File: src/rtl/sliding_window_buffer_if.sv
// rtl/sliding_window_buffer_if.sv - pixel write and shift handshake bundle for the Sobel window buffer.
// The master side drives pixels and shift requests; the slave side is the window buffer.
interface sliding_window_buffer_if #(
  parameter int PIXEL_W = 8,
  parameter int WIN     = 3
);
  localparam int CNT_W = $clog2(WIN*WIN+1);

  logic                       wr_valid;
  logic [PIXEL_W-1:0]         wr_data;
  logic                       wr_ready;
  logic                       shift_req;
  logic [1:0]                 shift_direc;
  logic                       shift_done;
  logic [PIXEL_W*WIN*WIN-1:0] window_flat;
  logic                       window_valid;
  logic [CNT_W-1:0]           fill_count;

  modport master (
    output wr_valid, wr_data, shift_req, shift_direc,
    input  wr_ready, shift_done, window_flat, window_valid, fill_count
  );

  modport slave (
    input  wr_valid, wr_data, shift_req, shift_direc,
    output wr_ready, shift_done, window_flat, window_valid, fill_count
  );
endinterface

File: src/rtl/sliding_window_buffer.sv
// rtl/sliding_window_buffer.sv - registered WIN x WIN pixel window with fill tracking and left/right/down shifts.
// Optional edge replication on shift is enabled by defining SWB_EDGE_REPLICATE_EN (adds pad_edge).
module sliding_window_buffer #(
  parameter int PIXEL_W = 8,
  parameter int WIN     = 3
) (
  input  logic clk,
  input  logic n_rst,
  input  logic clear,
`ifdef SWB_EDGE_REPLICATE_EN
  input  logic pad_edge,
`endif
  sliding_window_buffer_if.slave bus
);
  localparam int SLOTS = WIN*WIN;
  localparam int IDX_W = $clog2(SLOTS);
  localparam int CNT_W = $clog2(SLOTS+1);

  typedef enum logic {FILLING = 1'b0, READY = 1'b1} state_t;

  state_t             state_q, state_d;
  logic [PIXEL_W-1:0] data_q [SLOTS];
  logic [PIXEL_W-1:0] data_d [SLOTS];
  logic [SLOTS-1:0]   valid_q, valid_d;
  logic [CNT_W-1:0]   count_q, count_d;
  logic               done_q, done_d;

  logic               pad;
  logic               free_found;
  logic [IDX_W-1:0]   free_idx;
  logic               shift_go;
  logic               vac;
  int                 src;

`ifdef SWB_EDGE_REPLICATE_EN
  assign pad = pad_edge;
`else
  assign pad = 1'b0;
`endif

  always_ff @(posedge clk or negedge n_rst) begin
    if (!n_rst) begin
      state_q <= FILLING;
      valid_q <= '0;
      count_q <= '0;
      done_q  <= 1'b0;
      for (int k = 0; k < SLOTS; k++) data_q[k] <= '0;
    end else begin
      state_q <= state_d;
      valid_q <= valid_d;
      count_q <= count_d;
      done_q  <= done_d;
      for (int k = 0; k < SLOTS; k++) data_q[k] <= data_d[k];
    end
  end

  always_comb begin
    state_d    = state_q;
    valid_d    = valid_q;
    count_d    = count_q;
    done_d     = 1'b0;
    for (int k = 0; k < SLOTS; k++) data_d[k] = data_q[k];
    free_found = 1'b0;
    free_idx   = '0;
    vac        = 1'b0;
    src        = 0;
    shift_go   = (state_q == READY) && bus.shift_req && (bus.shift_direc != 2'b00);

    // Descending scan leaves the lowest empty slot as the write target.
    for (int k = SLOTS-1; k >= 0; k--) begin
      if (!valid_q[k]) begin
        free_found = 1'b1;
        free_idx   = IDX_W'(k);
      end
    end

    if (clear) begin
      state_d = FILLING;
      valid_d = '0;
      count_d = '0;
      for (int k = 0; k < SLOTS; k++) data_d[k] = '0;
    end else if (state_q == FILLING) begin
      if (bus.wr_valid && free_found) begin
        data_d[free_idx]  = bus.wr_data;
        valid_d[free_idx] = 1'b1;
        count_d           = count_q + CNT_W'(1);
        if (count_q == CNT_W'(SLOTS-1)) state_d = READY;
      end
    end else if (shift_go) begin
      done_d = 1'b1;
      for (int c = 0; c < WIN; c++) begin
        for (int r = 0; r < WIN; r++) begin
          // A vacated slot's replica source is the line that used to sit there.
          case (bus.shift_direc)
            2'b01: begin vac = (c == WIN-1); src = vac ? c*WIN+r : (c+1)*WIN+r; end
            2'b10: begin vac = (c == 0);     src = vac ? c*WIN+r : (c-1)*WIN+r; end
            2'b11: begin vac = (r == 0);     src = vac ? c*WIN+r : c*WIN+r-1;   end
            default: begin vac = 1'b0;       src = c*WIN+r;                      end
          endcase
          if (vac && !pad) begin
            data_d[IDX_W'(c*WIN+r)]  = '0;
            valid_d[IDX_W'(c*WIN+r)] = 1'b0;
          end else begin
            data_d[IDX_W'(c*WIN+r)]  = data_q[IDX_W'(src)];
            valid_d[IDX_W'(c*WIN+r)] = valid_q[IDX_W'(src)];
          end
        end
      end
      count_d = pad ? CNT_W'(SLOTS) : CNT_W'(SLOTS-WIN);
      state_d = pad ? READY : FILLING;
    end
  end

  genvar g;
  generate
    for (g = 0; g < SLOTS; g++) begin : g_flat
      assign bus.window_flat[g*PIXEL_W +: PIXEL_W] = data_q[g];
    end
  endgenerate

  assign bus.wr_ready     = (state_q == FILLING);
  assign bus.window_valid = (state_q == READY);
  assign bus.fill_count   = count_q;
  assign bus.shift_done   = done_q;
endmodule

File: src/flat_wrapper.sv
// flat-port wrapper written by rule: the top's interface ports become plain ports
module sliding_window_buffer_flat 
#(
  parameter int PIXEL_W = 8,
  parameter int WIN     = 3
)
  (clk, n_rst, clear, bus_wr_valid, bus_wr_data, bus_shift_req, bus_shift_direc, bus_wr_ready, bus_shift_done, bus_window_flat, bus_window_valid, bus_fill_count);
  sliding_window_buffer_if #(.PIXEL_W(PIXEL_W), .WIN(WIN)) bus_i ();
  input  logic clk;
  input  logic n_rst;
  input  logic clear;
  input wire logic [$bits(bus_i.wr_valid)-1:0] bus_wr_valid;
  input wire logic [$bits(bus_i.wr_data)-1:0] bus_wr_data;
  input wire logic [$bits(bus_i.shift_req)-1:0] bus_shift_req;
  input wire logic [$bits(bus_i.shift_direc)-1:0] bus_shift_direc;
  output wire logic [$bits(bus_i.wr_ready)-1:0] bus_wr_ready;
  output wire logic [$bits(bus_i.shift_done)-1:0] bus_shift_done;
  output wire logic [$bits(bus_i.window_flat)-1:0] bus_window_flat;
  output wire logic [$bits(bus_i.window_valid)-1:0] bus_window_valid;
  output wire logic [$bits(bus_i.fill_count)-1:0] bus_fill_count;
  assign bus_i.wr_valid = bus_wr_valid;
  assign bus_i.wr_data = bus_wr_data;
  assign bus_i.shift_req = bus_shift_req;
  assign bus_i.shift_direc = bus_shift_direc;
  assign bus_wr_ready = bus_i.wr_ready;
  assign bus_shift_done = bus_i.shift_done;
  assign bus_window_flat = bus_i.window_flat;
  assign bus_window_valid = bus_i.window_valid;
  assign bus_fill_count = bus_i.fill_count;
  sliding_window_buffer #(.PIXEL_W(PIXEL_W), .WIN(WIN)) u_core (.clk(clk), .n_rst(n_rst), .clear(clear), .bus(bus_i));
endmodule
File: config.mk
export PLATFORM = sky130hd
export DESIGN_NAME = sliding_window_buffer_flat
export DESIGN_NICKNAME = d
export VERILOG_FILES = /design/src/rtl/sliding_window_buffer_if.sv /design/src/rtl/sliding_window_buffer.sv /design/src/flat_wrapper.sv
export SDC_FILE = /design/constraint.sdc
export NUM_CORES = 1
export LEC_CHECK = 0
export CAP_MARGIN = 30
export CORE_ASPECT_RATIO = 1.2
export CORE_MARGIN = 1.5
export CORE_UTILIZATION = 40
export DETAILED_ROUTE_END_ITERATION = 10
export PLACE_DENSITY = 0.66
export SKIP_LAST_GASP = 1
export SLEW_MARGIN = 20
export SYNTH_ARGS = -nofsm -noshare
export SYNTH_HDL_FRONTEND = slang
export SYNTH_SLANG_ARGS = --single-unit
export TNS_END_PERCENT = 10
File: constraint.sdc
create_clock -name clk -period 4.15 [get_ports clk]
set_input_delay 0.83 -clock clk [delete_from_list [all_inputs] [get_ports clk]]
set_output_delay 0.83 -clock clk [all_outputs]
set_load 0.005 [all_outputs]
; ---- After elaboration in Yosys (flattened, before gate mapping)
; Index checks and enable logic that the tools add are counted.
[op_classes]
bitwise_logic = 11
reduce_logical = 12
order_cmp = 20
eq_ne = 6
mux = 164
n_addsub = 1
[op_table]
columns = cell, count
row1 = 8-bit binary-select mux with 4-bit select, 8
row2 = 8-bit 2-to-1 mux, 28
row3 = 4-bit 2-to-1 mux, 37
row4 = 72-bit 2-to-1 mux, 2
row5 = 64-bit 2-to-1 mux, 2
row6 = 72-bit bitwise mux, 1
row7 = 1-bit 2-to-1 mux, 66
row8 = "4-bit by 6-bit less-than comparator with 1-bit output, second input constant", 8
row9 = "4-bit by 5-bit >= comparator with 1-bit output, second input constant", 8
row10 = 1-bit binary-select mux with 4-bit select, 8
row11 = 8-bit demux with 4-bit select, 1
row12 = 4-bit inverter, 8
row13 = 9-bit 2-to-1 mux, 2
row14 = 3-bit one-hot mux with 2 select lines, 3
row15 = 4-bit one-hot mux with 3 select lines, 1
row16 = 9-bit bitwise OR, 1
row17 = 3-bit one-hot mux with 3 select lines, 1
row18 = "5-bit >= comparator, second input constant", 1
row19 = 1-bit logical AND, 5
row20 = "4-bit by 5-bit less-than comparator with 1-bit output, second input constant", 1
row21 = "5-bit by 1-bit less-than comparator with 1-bit output, second input constant", 1
row22 = 4-bit inverter with 5-bit output, 1
row23 = "4-bit by 1-bit adder with 4-bit output, second input constant", 1
row24 = 1-bit demux with 4-bit select, 1
row25 = 14 further kinds, 18
[totals]
in_bits = 15
register_bits = 87
output_inout_bits = 79
elab_cells = 228

; ---- Logic depth before layout (Yosys ltp)
; Gate-level depths: netlist (run 1).
[logic_depth]
depth_word = 18
ltp_mapped = 11
depth_no_buf = 6

; ---- Worst setup path before layout (run 1)
; Ideal clock, no wire load.
[synth_timing]
path_kind = input -> register
startpoint = input bus_shift_direc[0]
endpoint = register u_core.data_q (netlist bit u_core.bus.window_flat[40])
arrival_ps = 3005
path_buffers = 4
required_time_ps = 4028
path_slack_ps = 1024
setup_time_ps = 122
stages = 10
cell_sequence = buf_2 -> buf_2 -> clkinv_1 -> ha_1 -> buf_2 -> buf_1 -> nand2_1 -> a311oi_1 -> nor3_1 -> a32o_1
[synth_via]
elab_chain_len = 13
word_cells_on_any_way = 19
cone_classes = eq/ne (4) / mux (11) / bitwise (1) / reduce/logical (3)
[synth_lines]
columns = item, line
row1 = from (decl), flat_wrapper.sv:15  ; input wire logic [$bits(bus_i.shift_direc)-1:0] bus_shift_direc;
row2 = 2-bit == test or 2-bit by 1-bit == test with 1-bit output (tied branches), --
row3 = 4-bit one-hot mux with 3 select lines, sliding_window_buffer.sv:94  ; case (bus.shift_direc)
row4 = 4-bit 2-to-1 mux, sliding_window_buffer.sv:89  ; end else if (shift_go) begin
row5 = 4-bit 2-to-1 mux, sliding_window_buffer.sv:82  ; end else if (state_q == FILLING) begin
row6 = 4-bit 2-to-1 mux, sliding_window_buffer.sv:77  ; if (clear) begin
row7 = 4-bit inverter (not written as such), sliding_window_buffer.sv:104  ; data_d[IDX_W'(c*WIN+r)] = data_q[IDX_W'(src)];
row8 = 8-bit binary-select mux with 4-bit select, sliding_window_buffer.sv:104
row9 = 8-bit 2-to-1 mux (not written as such) (2 in a row), sliding_window_buffer.sv:104
row10 = 8-bit 2-to-1 mux, sliding_window_buffer.sv:100  ; if (vac && !pad) begin
row11 = 64-bit 2-to-1 mux, sliding_window_buffer.sv:89
row12 = 64-bit 2-to-1 mux, sliding_window_buffer.sv:82
row13 = 72-bit 2-to-1 mux, sliding_window_buffer.sv:77
row14 = to (decl), sliding_window_buffer.sv:22  ; logic [PIXEL_W-1:0] data_q [SLOTS];
; Several ways; a longest one is shown, not always the timed one. The select of a mux whose other input is x is not followed.
; A chain may end at the register's enable or synchronous reset.

; ---- Worst setup path after layout (run 1)
[layout_timing]
startpoint = input bus_shift_direc[0]
endpoint = register u_core.data_q (netlist bit u_core.bus.window_flat[29])
[layout_via]
elab_chain_len = 13
word_cells_on_any_way = 23
cone_classes = eq/ne (4) / mux (15) / bitwise (1) / reduce/logical (3)
[layout_lines]
columns = item, line
row1 = 2-bit == test or 2-bit by 1-bit == test with 1-bit output (tied branches), --
row2 = 3-bit one-hot mux with 2 select lines, sliding_window_buffer.sv:94
row3 = 4-bit 2-to-1 mux, sliding_window_buffer.sv:89
row4 = 4-bit 2-to-1 mux, sliding_window_buffer.sv:82
row5 = 4-bit 2-to-1 mux, sliding_window_buffer.sv:77
row6 = 4-bit inverter (not written as such), sliding_window_buffer.sv:104
row7 = 8-bit binary-select mux with 4-bit select, sliding_window_buffer.sv:104
row8 = 8-bit 2-to-1 mux (not written as such) (2 in a row), sliding_window_buffer.sv:104
row9 = 8-bit 2-to-1 mux, sliding_window_buffer.sv:100
row10 = 64-bit 2-to-1 mux, sliding_window_buffer.sv:89
row11 = 64-bit 2-to-1 mux, sliding_window_buffer.sv:82
row12 = 72-bit 2-to-1 mux, sliding_window_buffer.sv:77
; Several ways; a longest one is shown, not always the timed one. The select of a mux whose other input is x is not followed.

==> results.toml, run 1 <==
[run_status]
outcome = "finished clean"

[clock_tree]
clk_latency_ns = 0.35
htree_levels = 3
cts_setup_buffers = 0
cts.sinks = 87
path_clk_slew_ns = 0.07
postCtsHoldBufs = 0
clockRootBuffer = "clkbuf_16"
cts_tree = "built"
clock_tree.buffer_depth = 2
cts_buffers = 9
postCtsResizedCells = 0

[synthesis]
synth-adder-area-share = 0.0132
synthCells = 688
ys.flop_type = "dfrtp_1"
synth_largest_area_cell = "dfrtp_1"
ys_seq_area_frac = 0.329
synth_nets = 710
ys_async_sr_fraction = 1.00
synth-compound-area-share = 0.290
synth_top_family_by_area = "compound AO/OA/AOI/OAI gates"
synth_area_per_cell_um2 = 9.63
synth_seq_cells = 87
synthTopCellsByArea = "dfrtp_1, mux2_2, mux2i_1, a32o_1, mux4_2"
synth.top_cell.area_share = 0.329
synthMuxAreaShare = 0.174
synth.most_common_cell = "dfrtp_1"
syn-cell-area_um2 = 6630
synth_xor_area_frac = 0
ys_types = 65
yosys.area_share.simple = 0.133
ys_warn_count = 0
synth_edf_count = 0
synthTopCellsByCount = "dfrtp_1, mux2_2, a21oi_1, mux2i_1, nor2_1"

[setup_path]
rrSetupSlack_ns = 1.56
cpMaxStageDelayCell = "nor2b_1"
crit_arrival_ns = 3.48
critPathKind = "in2reg"
cp_slowest_stage_delay_ns = 0.69
end_kind = "flip-flop"
required_ns = 4.39
cp-start-kind = "primary input"
reg2regPathDepth = 4
critical_path.max_fanout = 55
crit_chain = "buf_2 -> buf_4 -> ha_1 -> buf_4 -> nor2b_1 -> a22o_1 -> a211oi_1 -> a22o_1"

[floorplan]
fp-row-count = 51
start_util = 0.409
dieArea_um2 = 17300
die_height_um = 144
ioPinCount = 94
core_area_um2 = 16200
die_width_um = 120

[drt]
vias = 6561
dr.first_iter.drc_count = 794
wl_per_cell_um = 26.8
drc = 0
wirelength_um = 25600
antenna_left = 0
routed_via_density = 6.88
first_pass_iters = 5

[grt]
grt_max_degree = 62
grt_pass1_vias = 6237
grt_use_total = 0.299
grt_overflow = 0
grt_first_pass_wirelength_um = 39600
antenna_found_initial = 0

[placement]
numPortBuffers = 93
gp_congestion = 0.948
post_dp_cell_area_um2 = 7590
post-dp-hpwl_um = 18200
dp.cells = 938

[run]
maxCapViolations = 0

[power_and_ir_drop]
leakage_uw = 0.00306
switchingPower_uw = 656
power_frac_seq = 0.421
p_int_uw = 1540
clkPwrFrac = 0.402
comb_power_share = 0.177
p_total_uw = 2200
switching_share = 0.299
peakVddDrop_uv = 193
powerDensity_nw_per_um2 = 278

[sta]
min_period_over_period = 0.779
skew_ns = 0.0107
setup_viol = 0
max_freq_mhz = 309
tightestPinTransition_ns = 0.861
period_minus_slack_ns = 3.23
report.final.slew_viol_count = 0
max_slew_margin = 0.425
setup_tns_ns = 0
rsz0062_at_grt = "no"
hold_viol = 0

[cells_and_area]
final_layout_size_suffix_gt1_frac = 0.160
n_antenna_cell = 0
layout.nets = 759
multi_input_area_um2 = 4050
seqCellArea_um2 = 2180
design_area_um2 = 7910
area_delta_synth_final_pct = 19.4
n_fill_cell = 1560
finalNonFillerCells = 954

[hold_path]
hp-class = "in2async"
worst paths after layout:
kind,from,endpoint
hold / removal,n_rst,u_core.bus.window_flat[71]
max in group asynchronous,n_rst,u_core.bus.window_flat[16]
hold reg to reg,u_core.bus.fill_count[0],u_core.bus.fill_count[0]
min in group clk,u_core.bus.fill_count[0],u_core.bus.fill_count[0]
setup / recovery,bus_shift_direc[0],u_core.bus.window_flat[29]
setup reg to reg,u_core.valid_q[0],u_core.bus.window_flat[8]
placed cells by master, fill, tap and decap left out, drive strengths merged, types with 20 or more instances in the layout:
master          n
clkdlybuf4s50  90
dfrtp          87
mux2           52
a21oi          41
mux2i          34
nor2           33
o21ai          33
nand2          29
nand3          25
a32o           24
buf            23
a211oi         22
o211ai         20
power groups by stage:
| stage | Clock, uW | Combinational [uW] | Sequential (uW) |
|---|---|---|---|
| after floorplan | 0 | 234 | 917 |
| after global placement | 0 | 376 | 937 |
| after detailed placement | 0 | 379 | 939 |
| after CTS | 884 | 381 | 922 |
| after global routing | 923 | 414 | 928 |
| final | 884 | 388 | 924 |
metrics by stage:
stage	utilization	hold slack (ns)	setup WS [ns]
2_1_floorplan	-	0.522	1.02
3_3_place_gp	0.469	0.562	0.676
3_5_place_dp	0.469	0.569	0.606
4_1_cts	0.488	0.583	0.966
5_1_grt	0.488	0.602	0.751
6_report	0.488	0.572	0.918
worst max-delay path, delay by kind of cell:
kind / cells / cell delay (ns)
fa+ha+maj: 1 / 0.28
compound gates: 3 / 0.59
simple gates: 1 / 0.69
buf+inv: 3 / 1.05
logic make-up (layout without fill, tap and decap cells):
group,Yosys count,in the layout
buffers and inverters,85,139
flip-flops,87,87
AND/OR/NAND/NOR,162,162
AO/OA/AOI/OAI,251,251
multiplexers,96,96
adder cells (fa/ha/maj),7,7
flip-flops by register name, indices dropped and copies added, names as in the netlist:
| signal | count |
|---|---|
| u_core.bus.window_flat | 72 |
| u_core.valid_q | 9 |
| u_core.bus.fill_count | 4 |
| u_core.bus.shift_done | 1 |
| u_core.bus.window_valid | 1 |
area by class of cell:
| type | instances | area share |
|---|---|---|
| inverters | 10 | 0.00475 |
| flip-flops and latches | 87 | 0.275 |
| multi-input cells | 516 | 0.512 |
| well taps | 212 | 0.0335 |
| repair buffers | 113 | 0.135 |
| clock buffers | 11 | 0.0320 |
| clock inverters | 5 | 0.00791 |
metal layers:
layer | vias up | GRT usage | routed length (um)
li1 | 2812 | - | -
met1 | 3303 | 0.416 | 10600
met2 | 384 | 0.471 | 12100
met3 | 62 | 0.0465 | 2140
met4 | 0 | 0.113 | 735
met5 | - | 0 | 0
Power figures use the tool's default switching activity.
==> inputs of run 2 (changes only) <==
Settings changed: PLACE_DENSITY 0.66 to 0.68.
Clock period 4.15 ns to 2.6 ns, I/O delays scaled along.
==> run 2 against run 1 <==
Effect of this change:
- clock skew shrank 0.0015 ns
- first-iteration DRC count increased by 0.76%
- final area grew 7.0%
- sequential power increased by 61%
- register-to-register slack got worse by 1.3 ns
- critical path type unchanged
- largest power group unchanged
- highest routed layer unchanged
==> results.toml, run 2 (synthesis gave the netlist of run 1 again) <==
[run_status]
outcome = "finished clean"

[placement]
gp_congestion = 0.984
post-dp-hpwl_um = 20300
post_dp_cell_area_um2 = 8190
numPortBuffers = 93
dp_slack_ns = -0.301

[clock_tree]
cts.sinks = 87
clk_latency_ns = 0.36
clockRootBuffer = "clkbuf_16"
postCtsHoldBufs = 0
path_clk_slew_ns = 0.06
cts_buffers = 9
htree_levels = 3
clock_tree.buffer_depth = 2
cts_tree = "built"

[cells_and_area]
mostFrequentLayoutCells = "clkdlybuf4s50_1, dfrtp_1, buf_4"
n_antenna_cell = 0
design_area_um2 = 8470
final_common_cell = "clkdlybuf4s50_1"
final_layout_size_suffix_gt1_frac = 0.231
fin_util = 0.522
layout.nets = 826
largest_reg_flops = 72
area_delta_synth_final_pct = 27.8

[drt]
first_pass_iters = 5
routed_via_density = 6.82
vias = 6959
antenna_left = 0
wirelength_um = 27600
dr.first_iter.drc_count = 800
wl_per_cell_um = 27.0
drc = 0

[grt]
grt_overflow = 0
grt_first_pass_wirelength_um = 41900
grt_max_degree = 53
grt_pass1_vias = 6735
grt_use_total = 0.323
antenna_found_initial = 0

[setup_path]
cp-start-kind = "primary input"
crit_arrival_ns = 2.74
critical_path.max_fanout = 8
end_kind = "flip-flop"
critPathKind = "in2reg"
required_ns = 2.84

[hold_path]
hp-class = "in2async"

[sta]
setup_tns_ns = 0
fin_ws_ns = 0.0963
tightestPinTransition_ns = 0.851
max_freq_mhz = 399
max_slew_margin = 0.427
report.final.slew_viol_count = 0
period_minus_slack_ns = 2.50
rsz0062_at_grt = "no"
skew_ns = 0.00927
setup_viol = 0
hold_viol = 0
min_period_over_period = 0.963

[floorplan]
ioPinCount = 94
core_area_um2 = 16200
die_width_um = 120
fp-row-count = 51
die_height_um = 144
start_util = 0.409
dieArea_um2 = 17300

[power_and_ir_drop]
leakage_uw = 0.00340
peakVddDrop_uv = 304
powerDensity_nw_per_um2 = 409

[run]
maxCapViolations = 0
## run 2: changes by cell type in the layout (fill, tap and decap cells not counted), moves of 2 or more
cell      previous run  this run
clkinv_2             0         3
buf_4               21        81
buf_12               0         7
inv_6                2         0
clkbuf_1             0         2
## run 2: where the power goes
group / internal (uW) / switching, uW
Combinational: 328 / 371
Sequential: 1390 / 95.2
Clock: 698 / 574
## run 2: worst paths after layout
kind | cells past startpoint | startpoint | slack, ns | to
setup / recovery | 7 | bus_shift_direc[1] | 0.1 | u_core.bus.window_flat[19]
setup reg to reg | 4 | u_core.valid_q[0] | 0.31 | u_core.bus.window_flat[13]
max in group asynchronous | 2 | n_rst | 1.79 | u_core.bus.window_flat[21]
min in group clk | 3 | clear | 0.58 | u_core.bus.window_flat[71]
hold / removal | 1 | n_rst | 0.13 | u_core.bus.window_flat[70]
hold reg to reg | 2 | u_core.bus.window_flat[67] | 0.59 | u_core.bus.window_flat[67]
## run 2: area by class of cell
type | count | area (um2)
inverters | 10 | 38.8
fillers | 1490 | 7740
clock buffers | 13 | 260
repair buffers | 180 | 1660
clock inverters | 3 | 17.5
well taps | 212 | 265
multi-input cells | 516 | 4050
flip-flops and latches | 87 | 2180
## run 2: what timing repair did
item,CTS,global route
buffers inserted,0,0
endpoints found under the setup margin,0,8
resized for setup,0,2
## run 2: per-stage QoR
stage	hold slack, ns	power, uW	std cells
2_1_floorplan	0.224	1840	688
3_3_place_gp	0.511	2180	1005
3_5_place_dp	0.520	2190	1005
4_1_cts	0.141	3450	1021
5_1_grt	0.171	3570	1021
6_report	0.129	3460	1021
## run 2: critical path, cell delays in order
cell	delay [ns]
clkdlybuf4s50_1	0.43
inv_1	0.13
ha_1	0.23
and3b_2	0.32
or3_1	0.46
and3_1	0.33
a32o_1	0.31
## run 2: metal layers
metal  up-vias  part of all wire  global-route usage
met1      3367              0.39               0.430
li1       2950                 -                   -
met2       540              0.45               0.505
met3       102              0.11              0.0564
met5         -                 0                   0
met4         0             0.053               0.169
==> inputs of run 3 (changes only) <==
Settings changed: CORE_UTILIZATION 40 to 51, PLACE_DENSITY 0.68 to 0.82, SLEW_MARGIN 20 to not set.
==> run 3 against run 2 <==
Effect of this change:
- wire length shrank 7.7%
- critical endpoint is now u_core.bus.window_flat[50]
- first-iteration DRC count grew 9.5%
- combinational power shrank 0.7%
- setup slack gained 0.034 ns
- highest routed layer unchanged
- clock skew shrank 0.00064 ns
- critical path depth grew 2
- non-clock buffer count shrank 8
- utilization grew 14 points
- final area shrank 0.80%
==> results.toml, run 3 (synthesis gave the netlist of run 1 again) <==
[run]
maxCapViolations = 0

[drt]
vias = 6937
dr.first_iter.drc_count = 876
wirelength_um = 25400
first_pass_iters = 5
wl_per_cell_um = 26.4
routed_via_density = 7.19
drc = 0
antenna_left = 0

[cells_and_area]
finalNonFillerCells = 965
multi_input_area_um2 = 4050
final_common_cell = "clkdlybuf4s50_1"
layout.nets = 818
largest_reg_flops = 72
area_delta_synth_final_pct = 26.8
final_layout_size_suffix_gt1_frac = 0.223
design_area_um2 = 8400
seqCellArea_um2 = 2180
n_antenna_cell = 0
mostFrequentLayoutCells = "clkdlybuf4s50_1, dfrtp_1, buf_4"
n_fill_cell = 1058
fin_util = 0.663

[power_and_ir_drop]
powerDensity_nw_per_um2 = 432
clkPwrFrac = 0.402
comb_power_share = 0.191
power_frac_seq = 0.407
switching_share = 0.282
leakage_uw = 0.00339
peakVddDrop_uv = 381
p_int_uw = 2610
switchingPower_uw = 1020

[grt]
grt_max_degree = 50
grt_use_total = 0.378
grt_pass1_vias = 6732
antenna_found_initial = 0
grt_first_pass_wirelength_um = 39500
grt_overflow = 0

[setup_path]
crit_top_cell = "buf_4"
critPathKind = "in2reg"
cpMaxStageDelayCell = "a211oi_1"
crit_chain = "clkdlybuf4s50_1 -> inv_1 -> ha_1 -> and3b_1 -> buf_4 -> a211oi_1 -> a21oi_2 -> buf_4 -> mux2_2"
critical_path.max_fanout = 8
end_kind = "flip-flop"
cp-start-kind = "primary input"
crit_arrival_ns = 2.70
required_ns = 2.83
cp_slowest_stage_delay_ns = 0.45

[clock_tree]
cts_setup_buffers = 0
clockRootBuffer = "clkbuf_16"
path_clk_slew_ns = 0.06
clock_tree.buffer_depth = 2
htree_levels = 3
cts_buffers = 9
cts_tree = "built"
postCtsResizedCells = 0
postCtsHoldBufs = 0
cts.sinks = 87
clk_latency_ns = 0.35

[sta]
report.final.slew_viol_count = 0
max_freq_mhz = 405
setup_viol = 0
hold_viol = 0
skew_ns = 0.00862
period_minus_slack_ns = 2.47
rsz0062_at_grt = "no"
setup_tns_ns = 0
tightestPinTransition_ns = 0.782
max_slew_margin = 0.478
min_period_over_period = 0.950
fin_ws_ns = 0.130

[placement]
gp_congestion = 1.04
post-dp-hpwl_um = 18700
dp_slack_ns = -0.192
dp.cells = 949
numPortBuffers = 93
post_dp_cell_area_um2 = 8070

[run_status]
outcome = "finished clean"

[floorplan]
die_height_um = 128
core_area_um2 = 12700
ioPinCount = 94
fp-row-count = 45
die_width_um = 107
start_util = 0.523
dieArea_um2 = 13700

[hold_path]
hp-class = "in2async"
[run 3: changes by cell type in the layout (fill, tap and decap cells not counted)]
| cell | delta |
|---|---|
| o2111a_1 | +1 |
| clkbuf_1 | -2 |
| and3b_2 | -1 |
| o2111a_2 | -1 |
| clkinvlp_4 | +1 |
| and3b_1 | +1 |
| buf_4 | -8 |
| bufinv_16 | +2 |
| clkinv_2 | -1 |
[run 3: layout make-up]
cell class,instances,share of cell area
clock buffers,11,0.0301
clock inverters,5,0.00953
inverters,10,0.00462
multi-input cells,516,0.482
flip-flops and latches,87,0.259
well taps,164,0.0244
repair buffers,172,0.190
[run 3: layer usage]
layer / part of all wire / up-vias / routed length [um] / track usage
li1: - / 2938 / - / -
met1: 0.41 / 3390 / 10500 / 0.533
met2: 0.46 / 529 / 11600 / 0.582
met3: 0.11 / 80 / 2700 / 0.0646
met4: 0.027 / 0 / 675 / 0.137
met5: 0 / - / 0 / 0
[run 3: path summary, 6_finish.rpt]
check,startpoint,to,slack (ns),cells past startpoint
min,n_rst,u_core.valid_q[7],0.21,1
min reg2reg,u_core.bus.window_flat[16],u_core.bus.window_flat[16],0.58,1
min in group clk,u_core.bus.window_flat[16],u_core.bus.window_flat[16],0.58,1
max reg2reg,u_core.valid_q[0],u_core.bus.window_flat[50],0.34,5
max,bus_shift_direc[1],u_core.bus.window_flat[50],0.13,9
max in group asynchronous,n_rst,u_core.bus.window_flat[46],1.73,2
[run 3: power by group through the flow]
| stage | clock (uW) | sequential [uW] | combinational (uW) |
|---|---|---|---|
| 3_3_place_gp | 0 | 1500 | 662 |
| 6_report | 1460 | 1480 | 694 |
| 4_1_cts | 1460 | 1470 | 680 |
| 2_1_floorplan | 0 | 1460 | 375 |
| 5_1_grt | 1510 | 1480 | 735 |
| 3_5_place_dp | 0 | 1500 | 674 |
[run 3: metrics by stage]
step	power (uW)	hold WS, ns
2_1_floorplan	1840	0.224
3_3_place_gp	2160	0.557
3_5_place_dp	2170	0.554
4_1_cts	3620	0.240
5_1_grt	3730	0.260
6_report	3630	0.212
[run 3: critical path, delay by kind of cell]
| kind | cells | cell delay, ns |
|---|---|---|
| adders and majority gates | 1 | 0.21 |
| and+or+nand+nor | 1 | 0.25 |
| AOI/OAI and AO/OA | 2 | 0.50 |
| muxes | 1 | 0.29 |
| buffers and inverters | 4 | 0.92 |
